**config.mk**
```make
export PLATFORM = sky130hd
export DESIGN_NAME = decode_stage
export DESIGN_NICKNAME = d
export VERILOG_FILES = /design/src/rtl/decode_pkg.sv /design/src/rtl/decode_stage_comb.sv /design/src/rtl/decode_stage.sv
export SDC_FILE = /design/constraint.sdc
export NUM_CORES = 1
export LEC_CHECK = 0
export CORE_MARGIN = 3
export CORE_UTILIZATION = 48
export CTS_CLUSTER_SIZE = 20
export DETAILED_ROUTE_END_ITERATION = 8
export GPL_ROUTABILITY_DRIVEN = 0
export PLACE_DENSITY = 0.77
export SLEW_MARGIN = 20
export SYNTH_ARGS = -nofsm -noshare
export SYNTH_HDL_FRONTEND = slang
export SYNTH_SLANG_ARGS = --single-unit
```
**constraint.sdc**
```tcl
create_clock -name clk -period 4.55 [get_ports clk]
set_clock_uncertainty 0.05 [all_clocks]
set_input_delay 0.6825 -clock clk [delete_from_list [all_inputs] [get_ports clk]]
set_output_delay 0.6825 -clock clk [all_outputs]
set_load 0.005 [all_outputs]
```
**src/rtl/decode_pkg.sv**
```systemverilog
// Shared decode definitions: opcode map, class/ALU/cause codes and the decoded entry layout.
package decode_pkg;

    // opcode[6:2] values; opcode[1:0] must be 2'b11 for a 32-bit instruction
    localparam logic [4:0] OPC_LOAD     = 5'b00000;
    localparam logic [4:0] OPC_MISC_MEM = 5'b00011;
    localparam logic [4:0] OPC_OP_IMM   = 5'b00100;
    localparam logic [4:0] OPC_AUIPC    = 5'b00101;
    localparam logic [4:0] OPC_STORE    = 5'b01000;
    localparam logic [4:0] OPC_OP       = 5'b01100;
    localparam logic [4:0] OPC_LUI      = 5'b01101;
    localparam logic [4:0] OPC_BRANCH   = 5'b11000;
    localparam logic [4:0] OPC_JALR     = 5'b11001;
    localparam logic [4:0] OPC_JAL      = 5'b11011;
    localparam logic [4:0] OPC_SYSTEM   = 5'b11100;

    // Illegal entries are tagged CL_NOP; the exception bits carry the meaning.
    typedef enum logic [3:0] {
        CL_ALU    = 4'd0,
        CL_LOAD   = 4'd1,
        CL_STORE  = 4'd2,
        CL_BRANCH = 4'd3,
        CL_JAL    = 4'd4,
        CL_JALR   = 4'd5,
        CL_LUI    = 4'd6,
        CL_AUIPC  = 4'd7,
        CL_MULDIV = 4'd8,
        CL_SYSTEM = 4'd9,
        CL_MRET   = 4'd10,
        CL_CSR    = 4'd11,
        CL_NOP    = 4'd12
    } class_e;

    typedef enum logic [3:0] {
        ALU_ADD   = 4'd0,
        ALU_SUB   = 4'd1,
        ALU_SLL   = 4'd2,
        ALU_SLT   = 4'd3,
        ALU_XOR   = 4'd4,
        ALU_SRL   = 4'd5,
        ALU_SRA   = 4'd6,
        ALU_OR    = 4'd7,
        ALU_AND   = 4'd8,
        ALU_PASSB = 4'd9
    } alu_op_e;

    localparam logic [3:0] CAUSE_ILLEGAL = 4'd2;
    localparam logic [3:0] CAUSE_BREAK   = 4'd3;
    localparam logic [3:0] CAUSE_ECALL   = 4'd11;

    localparam logic [31:0] INST_ECALL  = 32'h0000_0073;
    localparam logic [31:0] INST_EBREAK = 32'h0010_0073;
    localparam logic [31:0] INST_MRET   = 32'h3020_0073;

    typedef struct packed {
        logic [31:0] imm;
        logic [4:0]  rs1;
        logic [4:0]  rs2;
        logic [4:0]  rd;
        logic [2:0]  funct3;
        class_e      cls;
        alu_op_e     alu_op;
        logic        alu_signed;
        logic        regwrite;
        logic        exc;
        logic [3:0]  cause;
    } dec_entry_t;

    // SLT/SLTU share one op; signedness travels separately. alt selects SUB/SRA.
    function automatic alu_op_e alu_from_f3(input logic [2:0] f3, input logic alt);
        alu_op_e op;
        case (f3)
            3'b000:         op = alt ? ALU_SUB : ALU_ADD;
            3'b001:         op = ALU_SLL;
            3'b010, 3'b011: op = ALU_SLT;
            3'b100:         op = ALU_XOR;
            3'b101:         op = alt ? ALU_SRA : ALU_SRL;
            3'b110:         op = ALU_OR;
            default:        op = ALU_AND;
        endcase
        return op;
    endfunction

endpackage

```
**src/rtl/decode_stage_comb.sv**
```systemverilog
// Purely combinational RV32I(+M) decoder producing one FIFO entry.
module decode_comb
    import decode_pkg::*;
#(
    parameter bit ENABLE_M = 1'b0
) (
    input  logic [31:0] inst,
    output dec_entry_t  entry
);

    logic [4:0]  w_opc;
    logic [2:0]  w_f3;
    logic [6:0]  w_f7;
    logic [31:0] w_imm_i, w_imm_s, w_imm_b, w_imm_u, w_imm_j, w_imm_sh;
    logic        w_ill;

    assign w_opc    = inst[6:2];
    assign w_f3     = inst[14:12];
    assign w_f7     = inst[31:25];
    assign w_imm_i  = {{20{inst[31]}}, inst[31:20]};
    assign w_imm_s  = {{20{inst[31]}}, inst[31:25], inst[11:7]};
    assign w_imm_b  = {{19{inst[31]}}, inst[31], inst[7], inst[30:25], inst[11:8], 1'b0};
    assign w_imm_u  = {inst[31:12], 12'b0};
    assign w_imm_j  = {{11{inst[31]}}, inst[31], inst[19:12], inst[20], inst[30:21], 1'b0};
    assign w_imm_sh = {27'b0, inst[24:20]};

    // Field extraction, class/ALU selection, then legality override
    always_comb begin
        entry            = '0;
        entry.rs1        = inst[19:15];
        entry.rs2        = inst[24:20];
        entry.rd         = inst[11:7];
        entry.funct3     = w_f3;
        entry.cls        = CL_NOP;
        entry.alu_op     = ALU_ADD;
        entry.alu_signed = 1'b1;
        w_ill            = 1'b0;
        if (inst[1:0] != 2'b11) begin
            w_ill = 1'b1;
        end else begin
            case (w_opc)
                OPC_LUI: begin
                    entry.cls = CL_LUI; entry.imm = w_imm_u; entry.rs1 = 5'd0;
                    entry.alu_op = ALU_PASSB; entry.regwrite = 1'b1;
                end
                OPC_AUIPC: begin
                    entry.cls = CL_AUIPC; entry.imm = w_imm_u; entry.regwrite = 1'b1;
                end
                OPC_JAL: begin
                    entry.cls = CL_JAL; entry.imm = w_imm_j; entry.regwrite = 1'b1;
                end
                OPC_JALR: begin
                    entry.cls = CL_JALR; entry.imm = w_imm_i; entry.regwrite = 1'b1;
                end
                OPC_BRANCH: begin
                    entry.cls = CL_BRANCH; entry.imm = w_imm_b; entry.alu_op = ALU_SUB;
                    w_ill = (w_f3 == 3'b010) || (w_f3 == 3'b011);
                end
                OPC_LOAD: begin
                    entry.cls = CL_LOAD; entry.imm = w_imm_i; entry.regwrite = 1'b1;
                    w_ill = (w_f3 == 3'b011) || (w_f3 == 3'b110) || (w_f3 == 3'b111);
                end
                OPC_STORE: begin
                    entry.cls = CL_STORE; entry.imm = w_imm_s;
                    w_ill = (w_f3 >= 3'b011);
                end
                OPC_OP_IMM: begin
                    entry.cls        = CL_ALU;
                    entry.imm        = w_imm_i;
                    entry.regwrite   = 1'b1;
                    entry.alu_op     = alu_from_f3(w_f3, (w_f3 == 3'b101) && w_f7[5]);
                    entry.alu_signed = (w_f3 != 3'b011);
                    if (w_f3 == 3'b001) begin
                        entry.imm = w_imm_sh;
                        w_ill     = (w_f7 != 7'b0000000);
                    end else if (w_f3 == 3'b101) begin
                        entry.imm = w_imm_sh;
                        w_ill     = (w_f7 != 7'b0000000) && (w_f7 != 7'b0100000);
                    end
                end
                OPC_OP: begin
                    entry.cls        = CL_ALU;
                    entry.regwrite   = 1'b1;
                    entry.alu_op     = alu_from_f3(w_f3, w_f7[5]);
                    entry.alu_signed = (w_f3 != 3'b011);
                    if (w_f7 == 7'b0000001) begin
                        // funct3 selects the mul/div variant downstream
                        entry.alu_op     = ALU_ADD;
                        entry.alu_signed = 1'b1;
                        if (ENABLE_M) entry.cls = CL_MULDIV;
                        else          w_ill     = 1'b1;
                    end else if (w_f7 == 7'b0100000) begin
                        w_ill = (w_f3 != 3'b000) && (w_f3 != 3'b101);
                    end else if (w_f7 != 7'b0000000) begin
                        w_ill = 1'b1;
                    end
                end
                OPC_MISC_MEM: begin
                    entry.cls = CL_NOP;
                end
                OPC_SYSTEM: begin
                    entry.imm = w_imm_i;
                    if (w_f3 == 3'b000) begin
                        if (inst == INST_ECALL) begin
                            entry.cls = CL_SYSTEM; entry.exc = 1'b1; entry.cause = CAUSE_ECALL;
                        end else if (inst == INST_EBREAK) begin
                            entry.cls = CL_SYSTEM; entry.exc = 1'b1; entry.cause = CAUSE_BREAK;
                        end else if (inst == INST_MRET) begin
                            entry.cls = CL_MRET;
                        end else begin
                            w_ill = 1'b1;
                        end
                    end else if (w_f3 == 3'b100) begin
                        w_ill = 1'b1;
                    end else begin
                        entry.cls = CL_CSR; entry.regwrite = 1'b1;
                    end
                end
                default: w_ill = 1'b1;
            endcase
        end
        if (w_ill) begin
            entry.cls      = CL_NOP;
            entry.alu_op   = ALU_ADD;
            entry.regwrite = 1'b0;
            entry.exc      = 1'b1;
            entry.cause    = CAUSE_ILLEGAL;
        end
    end

endmodule

```
**src/rtl/decode_stage.sv**
```systemverilog
// Decode stage: decodes on the way in, buffers up to two entries in order.
module decode_stage
    import decode_pkg::*;
#(
    parameter bit ENABLE_M = 1'b0,
    parameter int CNT_W    = 32
) (
    input  logic             clk,
    input  logic             reset,
    input  logic             in_valid,
    output logic             in_ready,
    input  logic [31:0]      in_inst,
    input  logic [31:0]      in_pc,
    input  logic             flush,
    output logic             out_valid,
    input  logic             out_ready,
    output logic [31:0]      out_pc,
    output logic [31:0]      out_imm,
    output logic [4:0]       out_rs1,
    output logic [4:0]       out_rs2,
    output logic [4:0]       out_rd,
    output logic [2:0]       out_funct3,
    output logic [3:0]       out_class,
    output logic [3:0]       out_alu_op,
    output logic             out_alu_signed,
    output logic             out_regwrite,
    output logic             out_exc,
    output logic [3:0]       out_cause,
    output logic [CNT_W-1:0] dec_count
);

    dec_entry_t       w_dec, w_head;
    dec_entry_t       r_ent [2];
    logic [31:0]      r_pc  [2];
    logic             r_wptr, r_rptr;
    logic [1:0]       r_cnt, w_cnt_nxt;
    logic             r_in_ready;
    logic             w_push, w_pop;
    logic [CNT_W-1:0] r_dec_count;

    decode_comb #(.ENABLE_M(ENABLE_M)) u_dec (
        .inst  (in_inst),
        .entry (w_dec)
    );

    assign w_push = in_valid && r_in_ready;
    assign w_pop  = (r_cnt != 2'd0) && out_ready;

    // Occupancy after this cycle's push/pop
    always_comb begin
        w_cnt_nxt = r_cnt;
        case ({w_push, w_pop})
            2'b10:   w_cnt_nxt = r_cnt + 2'd1;
            2'b01:   w_cnt_nxt = r_cnt - 2'd1;
            default: w_cnt_nxt = r_cnt;
        endcase
    end

    // FIFO storage and pointers; in_ready is registered from next occupancy
    always_ff @(posedge clk) begin
        if (reset) begin
            for (int i = 0; i < 2; i++) begin
                r_ent[i] <= '0;
                r_pc[i]  <= '0;
            end
            r_wptr     <= 1'b0;
            r_rptr     <= 1'b0;
            r_cnt      <= 2'd0;
            r_in_ready <= 1'b1;
        end else if (flush) begin
            r_wptr     <= 1'b0;
            r_rptr     <= 1'b0;
            r_cnt      <= 2'd0;
            r_in_ready <= 1'b1;
        end else begin
            if (w_push) begin
                r_ent[r_wptr] <= w_dec;
                r_pc[r_wptr]  <= in_pc;
                r_wptr        <= ~r_wptr;
            end
            if (w_pop) r_rptr <= ~r_rptr;
            r_cnt      <= w_cnt_nxt;
            r_in_ready <= (w_cnt_nxt != 2'd2);
        end
    end

    // Consumed-entry counter; a pop counts even if flush arrives with it
    always_ff @(posedge clk) begin
        if (reset)      r_dec_count <= '0;
        else if (w_pop) r_dec_count <= r_dec_count + 1'b1;
    end

    assign w_head         = r_ent[r_rptr];
    assign in_ready       = r_in_ready;
    assign out_valid      = (r_cnt != 2'd0);
    assign out_pc         = r_pc[r_rptr];
    assign out_imm        = w_head.imm;
    assign out_rs1        = w_head.rs1;
    assign out_rs2        = w_head.rs2;
    assign out_rd         = w_head.rd;
    assign out_funct3     = w_head.funct3;
    assign out_class      = w_head.cls;
    assign out_alu_op     = w_head.alu_op;
    assign out_alu_signed = w_head.alu_signed;
    assign out_regwrite   = w_head.regwrite;
    assign out_exc        = w_head.exc;
    assign out_cause      = w_head.cause;
    assign dec_count      = r_dec_count;

endmodule

```
## After elaboration in Yosys (flattened, before gate mapping)

Memory sizes are Yosys's and may differ from the RTL's. A register that Yosys moved wholly into a read port is not among the register bits.
Index checks and enable logic that the tools add are counted.

- Register bits after elaboration: 37
- Latch bits: 0
- Memory bits (writable): 194
- ROM bits: 0
- Input port bits: 69
- Output and inout bits: 131
- Logic and storage cells: 123
- Memories: 2

- Add/sub/neg operators: 3
- Multiply operators: 0
- Div/mod/pow operators: 0
- Magnitude comparators: 1
- Eq/ne operators: 29
- Shift-type cells: 0
- Mux-type cells: 59
- Bitwise gates (word level): 2
- Reductions and logical operators: 22

Memory list:

| name | words | bits a word | rd ports | clocked after memory_dff | write ports | RTL line | text |
|---|---|---|---|---|---|---|---|
| r_ent | 2 | 65 | 1 | 1 | 2 | decode_stage.sv:33 | `dec_entry_t r_ent [2];` |
| r_pc | 2 | 32 | 1 | 1 | 2 | decode_stage.sv:34 | `logic [31:0] r_pc [2];` |

Operators with widths:

| cell | number |
|---|---|
| 32-bit one-hot mux with 6 select lines | 1 |
| 32-bit two-way mux | 3 |
| 65-bit two-way mux | 1 |
| 65-bit OR reduction | 1 |
| 4-bit one-hot mux with 6 select lines | 2 |
| 37-bit two-way mux | 1 |
| 4-bit one-hot mux with 9 select lines | 1 |
| 32-bit by 1-bit adder with 32-bit output (second input constant) | 1 |
| 32-bit by 21-bit == test with 1-bit output (second input constant) | 1 |
| 32-bit by 30-bit == test with 1-bit output (second input constant) | 1 |
| 32-bit by 7-bit == test with 1-bit output (second input constant) | 1 |
| 32-bit OR reduction | 1 |
| 5-bit two-way mux | 6 |
| 1-bit two-way mux | 29 |
| 5-bit == test (second input constant) | 4 |
| 4-bit one-hot mux with 4 select lines | 1 |
| 5-bit by 4-bit == test with 1-bit output (second input constant) | 3 |
| 15-bit two-way mux | 1 |
| 3-bit == test (second input constant) | 4 |
| 4-bit two-way mux | 3 |
| 5-bit by 3-bit == test with 1-bit output (second input constant) | 2 |
| 8-bit two-way mux | 1 |
| 2-bit OR reduction | 4 |
| 7-bit by 1-bit == test with 1-bit output (second input constant) | 1 |
| 30 further kinds | 42 |

## Longest topological paths before layout

Gate-level depths: netlist of the first run.

- Word-level depth: 9
- Depth in mapped cells: 8
- Mapped depth without buffers: 7

## Hierarchy

A second synthesis of the first run with hierarchy kept.

- Cells, all modules: 948
- Area total of the unflattened synthesis: 11282.1 um2

By module, submodules not included:

| module | instances | cells each | area an instance (um2) | sequential area each (um2) |
|---|---|---|---|---|
| decode_stage | 1 | 725 | 10039.6 | 6586.3 |
| decode_comb | 1 | 223 | 1242.4 | 0.0 |

## Worst setup path after synthesis of the first run

Ideal clock, no wire load.

- Path kind: input -> register
- From: in reset
- To: mem r_ent[0][0] in the netlist's numbering, enable pin
- Library setup time: 0.470 ns
- Arrival: 3.792 ns
- Data required time: 4.030 ns
- Slack: 0.238 ns
- Stages: 5
- Buffers on the path: 2
- Path through: clkbuf_1 -> or2_2 -> clkbuf_1 -> or3_1 -> nand2b_1

RTL lines:

| item | RTL line | text |
|---|---|---|
| start, declared | decode_stage.sv:9 | `input logic reset,` |
| end, declared | decode_stage.sv:33 |  |

==> impl_metrics.csv, run 1 <==
group,metric,value,unit
pwr,ir_drop,341.8,uV
setup_path,crit_fanout,53,
synthesis,synth_area_per_cell,12.29,um2
synthesis,syn_area,10670,um2
setup_path,r2r_cells,4,
floorplanning,num_io_pins,200,
floorplanning,fp.dieH,155.1,um
timing,worstMarginPinSlew,0.9147,ns
global_routing,track_usage,20.77,%
cts,cts.sinks,228,
global_routing,overflow,0,
outcome,outcome,"completed",
synthesis,synth_cell_type_count,60,
cells_and_area,fin_nets,1117,
setup_path,required,3.82,ns
route,avgViaCountPerCell,5.604,
global_routing,antenna_found_initial,0,
timing,finalSetupTns,0,ns
timing,fmax,304.5,MHz
floorplanning,core,21420,um2
cts,cts_made_buffers,25,
timing,slew_headroom,38.46,%
setup_path,crit_path_top_delay_cell,"dfxtp_4",
synthesis,synthCells,868,
floorplanning,die_area,24050,um2
route,finalWirelength,25920,um
synthesis,ys_seq_area_share,60.61,%
global_routing,use_met2,33.75,%
cts,clock_path_buffers,3,
route,drt_iter0_drc,724,
synthesis,syn-num-nets,939,
timing,hold_viol,0,
run,cap_violations,0,
global_routing,grt_pass1_vias,7417,
pwr,power.density,348.1,nW/um2
cts,cts_setup_buffers,0,
place,dp_slack,1.203,ns
route,drc,0,
cts,cts_root_buf,"clkbuf_16",
timing,hold_ws,0.4578,ns
cts,insertion_delay,0.51,ns
cells_and_area,final_core_util,63.89,%
timing,finalMaxSlewViolations,0,
global_routing,use_met1,29.69,%
worst_hold_path,hold_class,"flop to flop",
cts,cts-resized-gates,0,
timing,period_needed,3.284,ns
route,drtAntennaViolNets,0,
route,vias,7492,
setup_path,end_kind,"output pin",
pwr,power_leakage,5.103,nW
cells_and_area,drive_gt1_share,14.88,%
cts,holdBufCountCts,0,
cells_and_area,syn2layout_area_growth,28.27,%
synthesis,synth_seq_cells,228,
setup_path,path_class,"flop to output pin",
timing,rsz0062_at_grt,"no",
cts,cts_tree,"done",
global_routing,grtUsageMet3,3.449,%
synthesis,synth_enable_flop_cells,190,
global_routing,busiest_layer,"met2",
floorplanning,initial_core_util,49.81,%
place,dpl.hpwl,16970,um
setup_path,startpoint_type,"flop",
setup_path,cp.arrival,2.55,ns
timing,setup_slack,1.266,ns
setup_path,cp_num_buf_inv,2,
global_routing,grt_max_degree,56,
floorplanning,rows,53,
setup_path,cp.depth,3,
floorplanning,die_width,155.1,um
setup_path,slowest_delay,0.76,ns
synthesis,yosysWarningCount,0,
setup_path,crit_chain,"buf_12 > mux2_2 > clkdlybuf4s50_1",
route,routedWlPerCell,19.38,um
global_routing,grt_first_pass_wirelength,40310,um
cts,clk_pin_slew,0.06,ns
synthesis,async_flop_share,0,%
worst_hold_path,min_path_cells,2,
cells_and_area,num_antenna_cells,0,
setup_path,critPathTopFamily,"buffers and inverters",
timing,finalCritPeriodShare,72.17,%
route,first_pass_iters,5,
synthesis,synthFlopType,"edfxtp_1",
cts,ctsHtreeMaxLevel,1,
place,port_buffers,198,
timing,setup_viol,0,
## area by class of cell
class	instances	area [um2]
clock inverter	10	118.9
clock buffer	33	655.6
fill	1638	7734
multi-input combinational	576	3976
timing repair buffer	208	2095
inverter	7	26.28
tap	275	344.1
sequential	228	6470
## metrics by stage
step | area [um2] | instances | power, mW
2_1_floorplan | 10670 | 868 | 2.609
3_3_place_gp | 12910 | 1294 | 2.856
3_5_place_dp | 12910 | 1294 | 2.864
4_1_cts | 13690 | 1337 | 4.794
5_1_grt | 13690 | 1337 | 4.915
6_report | 13690 | 1337 | 4.764
## cell usage after synthesis, drive strengths merged (6+ instances only)
cell type	count	area share, %
clkbuf	45	1.6
nand4	15	1.1
mux2	96	10
edfxtp	190	53
and2	65	3.8
nor2	62	2.2
buf	12	0.55
and4	6	0.52
dfxtp	38	7.1
and3	71	4.2
nand2	47	1.7
xnor2	9	0.74
xor2	23	1.9
nand3	13	0.61
inv	7	0.25
a21oi	55	2.6
o21ai	19	0.89
nor3	22	1.2
or3	8	0.47
nor2b	10	0.59
## final timing paths
| kind | startpoint | to | slack, ns |
|---|---|---|---|
| max | flop | out_alu_op[0] | 1.27 |
| max reg2reg | r_wptr | r_pc[1][0] | 1.98 |
| min | dec_count[27] | dec_count[27] | 0.46 |
| min reg2reg | dec_count[27] | dec_count[27] | 0.46 |
## where the power goes
group,total [mW],internal [mW],switching (mW)
Sequential,2.37,2.34,0.0247
Clock,1.94,1.17,0.771
Combinational,0.452,0.232,0.220
Total,4.76,3.75,1.02
## cell families (layout without fill, tap and decap cells)
logic type | count (synthesis) | count (layout) | share of synthesized area [%]
other | 1 | 1 | 0.03515
XOR/XNOR | 32 | 32 | 2.627
AO/OA/AOI/OAI | 102 | 102 | 5.582
AND/OR/NAND/NOR | 342 | 342 | 18.31
adder cells (fa/ha/maj) | 2 | 2 | 0.2345
flip-flops | 228 | 228 | 60.61
multiplexers | 97 | 97 | 10.23
buffers and inverters | 64 | 258 | 2.381
## sequential cells by signal (all words and copies together), names as in the netlist, named ones only
signal,cells
dec_count,32
in_ready,1
r_cnt,2
r_ent,126
r_pc,64
r_rptr,1
r_wptr,1
## cell usage in the layout, fill, tap and decap left out, types with 3 or more instances in the layout
cell type / instances
xor2_1: 23
edfxtp_1: 190
nor2_1: 61
a22o_1: 5
buf_12: 3
mux2_2: 96
a31oi_1: 3
nor4_1: 3
o21ai_0: 19
buf_4: 7
and2_1: 64
nor3_1: 18
and3_1: 71
and4_1: 4
nand2b_1: 3
clkdlybuf4s50_1: 198
nand3_1: 13
xnor2_1: 9
bufinv_16: 3
nor2b_1: 10
nand2_1: 47
nand4_1: 12
dfxtp_1: 37
or2_2: 3
clkinv_1: 5
clkbuf_16: 25
nor3_2: 3
inv_1: 7
a21oi_1: 55
clkbuf_1: 8
or3_1: 8
## per-layer routing
metal	wire, um	vias to the layer above
met4	488	0
met5	0	-
met2	12210	340
li1	-	3547
met3	2213	49
met1	11000	3556
## worst min-delay path, delay by kind of cell (launching register included)
kind	cells	cell delay [ns]
flip-flops	1	0.32
AO/OA/AOI/OAI	2	0.14
No activity file was read; power rests on OpenSTA's default activity.
==> inputs of run 2 (changes only) <==
--- a/config.mk
+++ b/config.mk
@@ -6,11 +6,11 @@
 export NUM_CORES = 1
 export LEC_CHECK = 0
 export CORE_MARGIN = 3
-export CORE_UTILIZATION = 48
+export CORE_UTILIZATION = 53
 export CTS_CLUSTER_SIZE = 20
 export DETAILED_ROUTE_END_ITERATION = 8
 export GPL_ROUTABILITY_DRIVEN = 0
-export PLACE_DENSITY = 0.77
+export PLACE_DENSITY = 0.81
 export SLEW_MARGIN = 20
 export SYNTH_ARGS = -nofsm -noshare
 export SYNTH_HDL_FRONTEND = slang
==> constraint.sdc (replaced) <==
create_clock -name clk -period 3.19 [get_ports clk]
set_clock_uncertainty 0.05 [all_clocks]
set_input_delay 0.4785 -clock clk [delete_from_list [all_inputs] [get_ports clk]]
set_output_delay 0.4785 -clock clk [all_outputs]
set_load 0.005 [all_outputs]
==> impl_metrics.csv, run 2 (synthesized netlist as in run 1, its figures left out) <==
group,metric,value,unit
cells_and_area,final_cell_mix,"clkdlybuf4s50_1 (198), edfxtp_1 (190), mux2_2 (96)",
cts,clock_path_buffers,3,
timing,finalMaxSlewViolations,0,
cts,insertion_delay,0.50,ns
timing,hold_viol,0,
cts,cts.sinks,228,
setup_path,required,2.66,ns
setup_path,critPathTopFamily,"buffers and inverters",
cells_and_area,drive_gt1_share,17.57,%
cells_and_area,fin_nets,1147,
route,vias,7835,
setup_path,crit_path_top_delay_cell,"dfxtp_4",
cts,cts_tree,"done",
cts,clk_pin_slew,0.06,ns
cells_and_area,final_common_cell,"clkdlybuf4s50_1",
floorplanning,die_width,147.9,um
timing,fmax,357.7,MHz
cells_and_area,fin_cells,1358,
setup_path,crit_fanout,28,
route,routedWlPerCell,19.46,um
route,drc,0,
global_routing,grt_max_degree,35,
floorplanning,num_io_pins,200,
place,dp_cells,1315,
cells_and_area,syn2layout_area_growth,31.01,%
setup_path,startpoint_type,"flop",
pwr,power.density,479.9,nW/um2
timing,rsz0062_at_grt,"no",
cells_and_area,num_antenna_cells,0,
route,routed-wl-met3,2351,um
route,wl_met1,10580,um
cts,holdBufCountCts,0,
global_routing,overflow,0,
route,first_pass_iters,6,
pwr,power_leakage,5.283,nW
cts,ctsHtreeMaxLevel,1,
setup_path,slowest_delay,0.63,ns
global_routing,track_usage,23.35,%
cells_and_area,fillerInstances,1375,
global_routing,antenna_found_initial,0,
floorplanning,fp.dieH,147.9,um
timing,period_needed,2.796,ns
route,routed.top_layer,"met4",
cells_and_area,regMostFlops,"r_ent",
place,port_buffers,198,
route,finalWirelength,26420,um
cts,cts-resized-gates,0,
outcome,outcome,"completed",
place,dpl.hpwl,18170,um
pwr,ir_drop,347.6,uV
setup_path,crit_chain,"buf_12 > mux2_2 > clkdlybuf4s50_1",
setup_path,end_kind,"output pin",
timing,finalCritPeriodShare,87.65,%
route,wl_met2,12610,um
route,drtAntennaViolNets,0,
cells_and_area,largest_reg_flops,126,
floorplanning,die_area,21870,um2
worst_hold_path,hold_class,"flop to flop",
setup_path,path_class,"flop to output pin",
cts,cts_made_buffers,24,
timing,worstMarginPinSlew,0.7672,ns
setup_path,cp.arrival,2.27,ns
floorplanning,initial_core_util,54.46,%
timing,setup_viol,0,
cts,cts_setup_buffers,0,
run,cap_violations,0,
setup_path,cp_num_buf_inv,2,
floorplanning,rows,51,
floorplanning,core,19590,um2
cts,cts_root_buf,"clkbuf_16",
timing,slew_headroom,48.46,%
global_routing,grt_first_pass_wirelength,41080,um
timing,finalSetupTns,0,ns
route,avgViaCountPerCell,5.770,
global_routing,grt_pass1_vias,7752,
route,drt_iter0_drc,646,
run 2: changes by cell type in the layout (fill, tap and decap cells not counted), sizes merged:
cell / change
buf: +31
bufinv: -3
clkbuf: -1
clkinv: +3
clkinvlp: +1
run 2: routing by layer:
| layer | GRT usage (%) | up-vias |
|---|---|---|
| met5 | 0 | - |
| met4 | 7.898 | 0 |
| met3 | 5.058 | 69 |
| met2 | 38.06 | 379 |
| met1 | 31.41 | 3779 |
| li1 | - | 3608 |
run 2: final timing paths:
| kind | from | to | slack (ns) | depth (start not counted) |
|---|---|---|---|---|
| worst max register to register | in_ready | r_ent[1][41] | 1.11 | 6 |
| worst max-delay path | flop | out_imm[2] | 0.39 | 3 |
| worst min register to register | dec_count[31] | dec_count[31] | 0.45 | 2 |
| worst min-delay path | dec_count[31] | dec_count[31] | 0.45 | 2 |
run 2: cell type report:
class / instances / area (um2) / share of cell area (%)
clock inverter: 11 / 53.80 / 0.3849
clock buffer: 32 / 704.4 / 5.040
multi-input combinational: 576 / 3976 / 28.45
inverter: 7 / 26.28 / 0.1880
tap: 265 / 331.6 / 2.372
timing repair buffer: 239 / 2415 / 17.28
sequential: 228 / 6470 / 46.29
run 2: stage by stage:
stage	worst slack (ns)	power, mW	util [%]	instance area (um2)	hold slack [ns]
after floorplan	0.1390	3.715	-	10670	0.4243
after global placement	0.2623	4.108	67.48	13220	0.4273
after detailed placement	0.1655	4.123	67.48	13220	0.4358
after CTS	0.3493	6.740	71.35	13980	0.4518
after global routing	0.3105	6.917	71.35	13980	0.4861
final	0.3941	6.708	71.35	13980	0.4495
run 2: tightest hold or removal path, stage by stage, from the launching register on:
cell and delay, ns:
dfxtp_1 0.32, o21ai_0 0.07, a21oi_1 0.06
run 2: where the power goes:
part | internal [mW] | switching [mW] | leakage, nW | total [mW]
sequential | 3.34 | 0.0340 | 2.29 | 3.38
clock | 1.55 | 1.10 | 0.370 | 2.64
combinational | 0.364 | 0.327 | 2.63 | 0.691
total | 5.25 | 1.46 | 5.28 | 6.71
==> inputs of run 3 (changes only) <==
--- a/config.mk
+++ b/config.mk
@@ -10,7 +10,8 @@
 export CTS_CLUSTER_SIZE = 20
 export DETAILED_ROUTE_END_ITERATION = 8
 export GPL_ROUTABILITY_DRIVEN = 0
-export PLACE_DENSITY = 0.81
+export PLACE_DENSITY_LB_ADDON = 0.1
+export REMOVE_ABC_BUFFERS = 1
 export SLEW_MARGIN = 20
 export SYNTH_ARGS = -nofsm -noshare
 export SYNTH_HDL_FRONTEND = slang
==> impl_metrics.csv, run 3 (synthesized netlist as in run 1, its figures left out) <==
group,metric,value,unit
route,vias,7589,
setup_path,cp.arrival,2.33,ns
setup_path,r2r_cells,6,
setup_path,required,2.66,ns
setup_path,crit_path_end,"out_rs2[0]",
cells_and_area,largest_reg_flops,126,
global_routing,overflow,0,
setup_path,startpoint_type,"flop",
cells_and_area,final_common_cell,"clkdlybuf4s50_1",
cells_and_area,regMostFlops,"r_ent",
cells_and_area,fin_cells,1352,
cts,clk_pin_slew,0.06,ns
cells_and_area,fillerInstances,1443,
cells_and_area,syn2layout_area_growth,30.51,%
timing,worstMarginPinSlew,0.6635,ns
floorplanning,num_io_pins,200,
floorplanning,rows,51,
cts,cts_tree,"done",
outcome,outcome,"completed",
cts,insertion_delay,0.51,ns
cts,cts.sinks,228,
timing,finalSetupTns,0,ns
timing,rsz0062_at_grt,"no",
cells_and_area,final_cell_mix,"clkdlybuf4s50_1 (198), edfxtp_1 (190), mux2_2 (96)",
timing,finalCritPeriodShare,89.55,%
route,first_pass_iters,5,
route,finalWirelength,25880,um
global_routing,grt_first_pass_wirelength,40860,um
route,drc,0,
run,cap_violations,0,
place,port_buffers,198,
pwr,ir_drop,404.9,uV
worst_hold_path,min_from,"dec_count[31]",
route,drt_iter0_drc,647,
floorplanning,fp.dieH,147.9,um
cells_and_area,fin_nets,1144,
cells_and_area,drive_gt1_share,17.02,%
cts,clock_path_buffers,3,
setup_path,r2r-start,"r_cnt[0]",
route,routedWlPerCell,19.14,um
worst_hold_path,hold_class,"flop to flop",
setup_path,r2r-end,"in_ready",
place,dp_slack,0.3497,ns
route,drtAntennaViolNets,0,
timing,hold_viol,0,
setup_path,path_class,"flop to output pin",
pwr,power.density,480.2,nW/um2
floorplanning,core,19590,um2
global_routing,track_usage,23.19,%
timing,setup_viol,0,
floorplanning,initial_core_util,54.46,%
cts,cts_root_buf,"clkbuf_16",
cts,cts_made_buffers,24,
setup_path,crit_fanout,30,
timing,slew_headroom,55.60,%
global_routing,grt_pass1_vias,7727,
place,dp_cells,1312,
cts,holdBufCountCts,0,
timing,setup_slack,0.3335,ns
cts,cts_setup_buffers,0,
timing,period_needed,2.856,ns
setup_path,end_kind,"output pin",
cts,ctsHtreeMaxLevel,1,
cts,cts-resized-gates,0,
place,dpl.hpwl,17540,um
global_routing,antenna_found_initial,0,
floorplanning,die_width,147.9,um
floorplanning,die_area,21870,um2
timing,fmax,350.1,MHz
pwr,power.total,6.686,mW
timing,finalMaxSlewViolations,0,
setup_path,r2r_setup_slack,1.16,ns
pwr,power_leakage,5.249,nW
global_routing,grt_max_degree,45,
cells_and_area,num_antenna_cells,0,
route,avgViaCountPerCell,5.613,
## run 3: metal layers
layer  vias up  track usage [%]  wire [um]  share of wire [%]
li1       3592                -          -                  -
met5         -                0          0                  0
met4         0            5.081        476                1.8
met2       292            36.77      12120                 47
met3        41            5.273       2161                8.4
met1      3664            33.20      11130                 43
## run 3: report_power, final
group          leakage, nW  switching [mW]  internal, mW
logic                 2.61           0.316         0.359
registers             2.29          0.0361          3.34
clock network        0.357            1.08          1.56
## run 3: layout make-up
type | instances | area [um2] | share of cell area (%)
clock buffer | 36 | 686.9 | 4.933
clock inverter | 4 | 53.80 | 0.3864
inverter | 7 | 26.28 | 0.1887
multi-input combinational | 576 | 3976 | 28.56
sequential | 228 | 6470 | 46.46
tap | 265 | 331.6 | 2.381
timing repair buffer | 236 | 2380 | 17.09
## run 3: worst min-delay path by stage
stage                     to  slack (ns)  cells past startpoint
2_1_floorplan  dec_count[31]        0.42                      2
3_3_place_gp   dec_count[31]        0.42                      2
3_5_place_dp   dec_count[31]        0.43                      2
4_1_cts        dec_count[31]        0.44                      2
5_1_grt         dec_count[6]        0.47                      2
6_report       dec_count[31]        0.44                      2
## run 3: critical path, stage by stage, from the launching register on
cell             delay [ns]
dfxtp_4                0.64
buf_4                  0.31
mux2_2                 0.36
clkdlybuf4s50_1        0.50
## run 3: through the flow
stage / utilization [%] / hold WS [ns] / cell area [um2]
floorplan: - / 0.4183 / 10440
global placement: 67.30 / 0.4242 / 13180
detailed placement: 67.30 / 0.4318 / 13180
CTS: 71.08 / 0.4449 / 13920
global route: 71.08 / 0.4717 / 13920
finish: 71.08 / 0.4417 / 13920
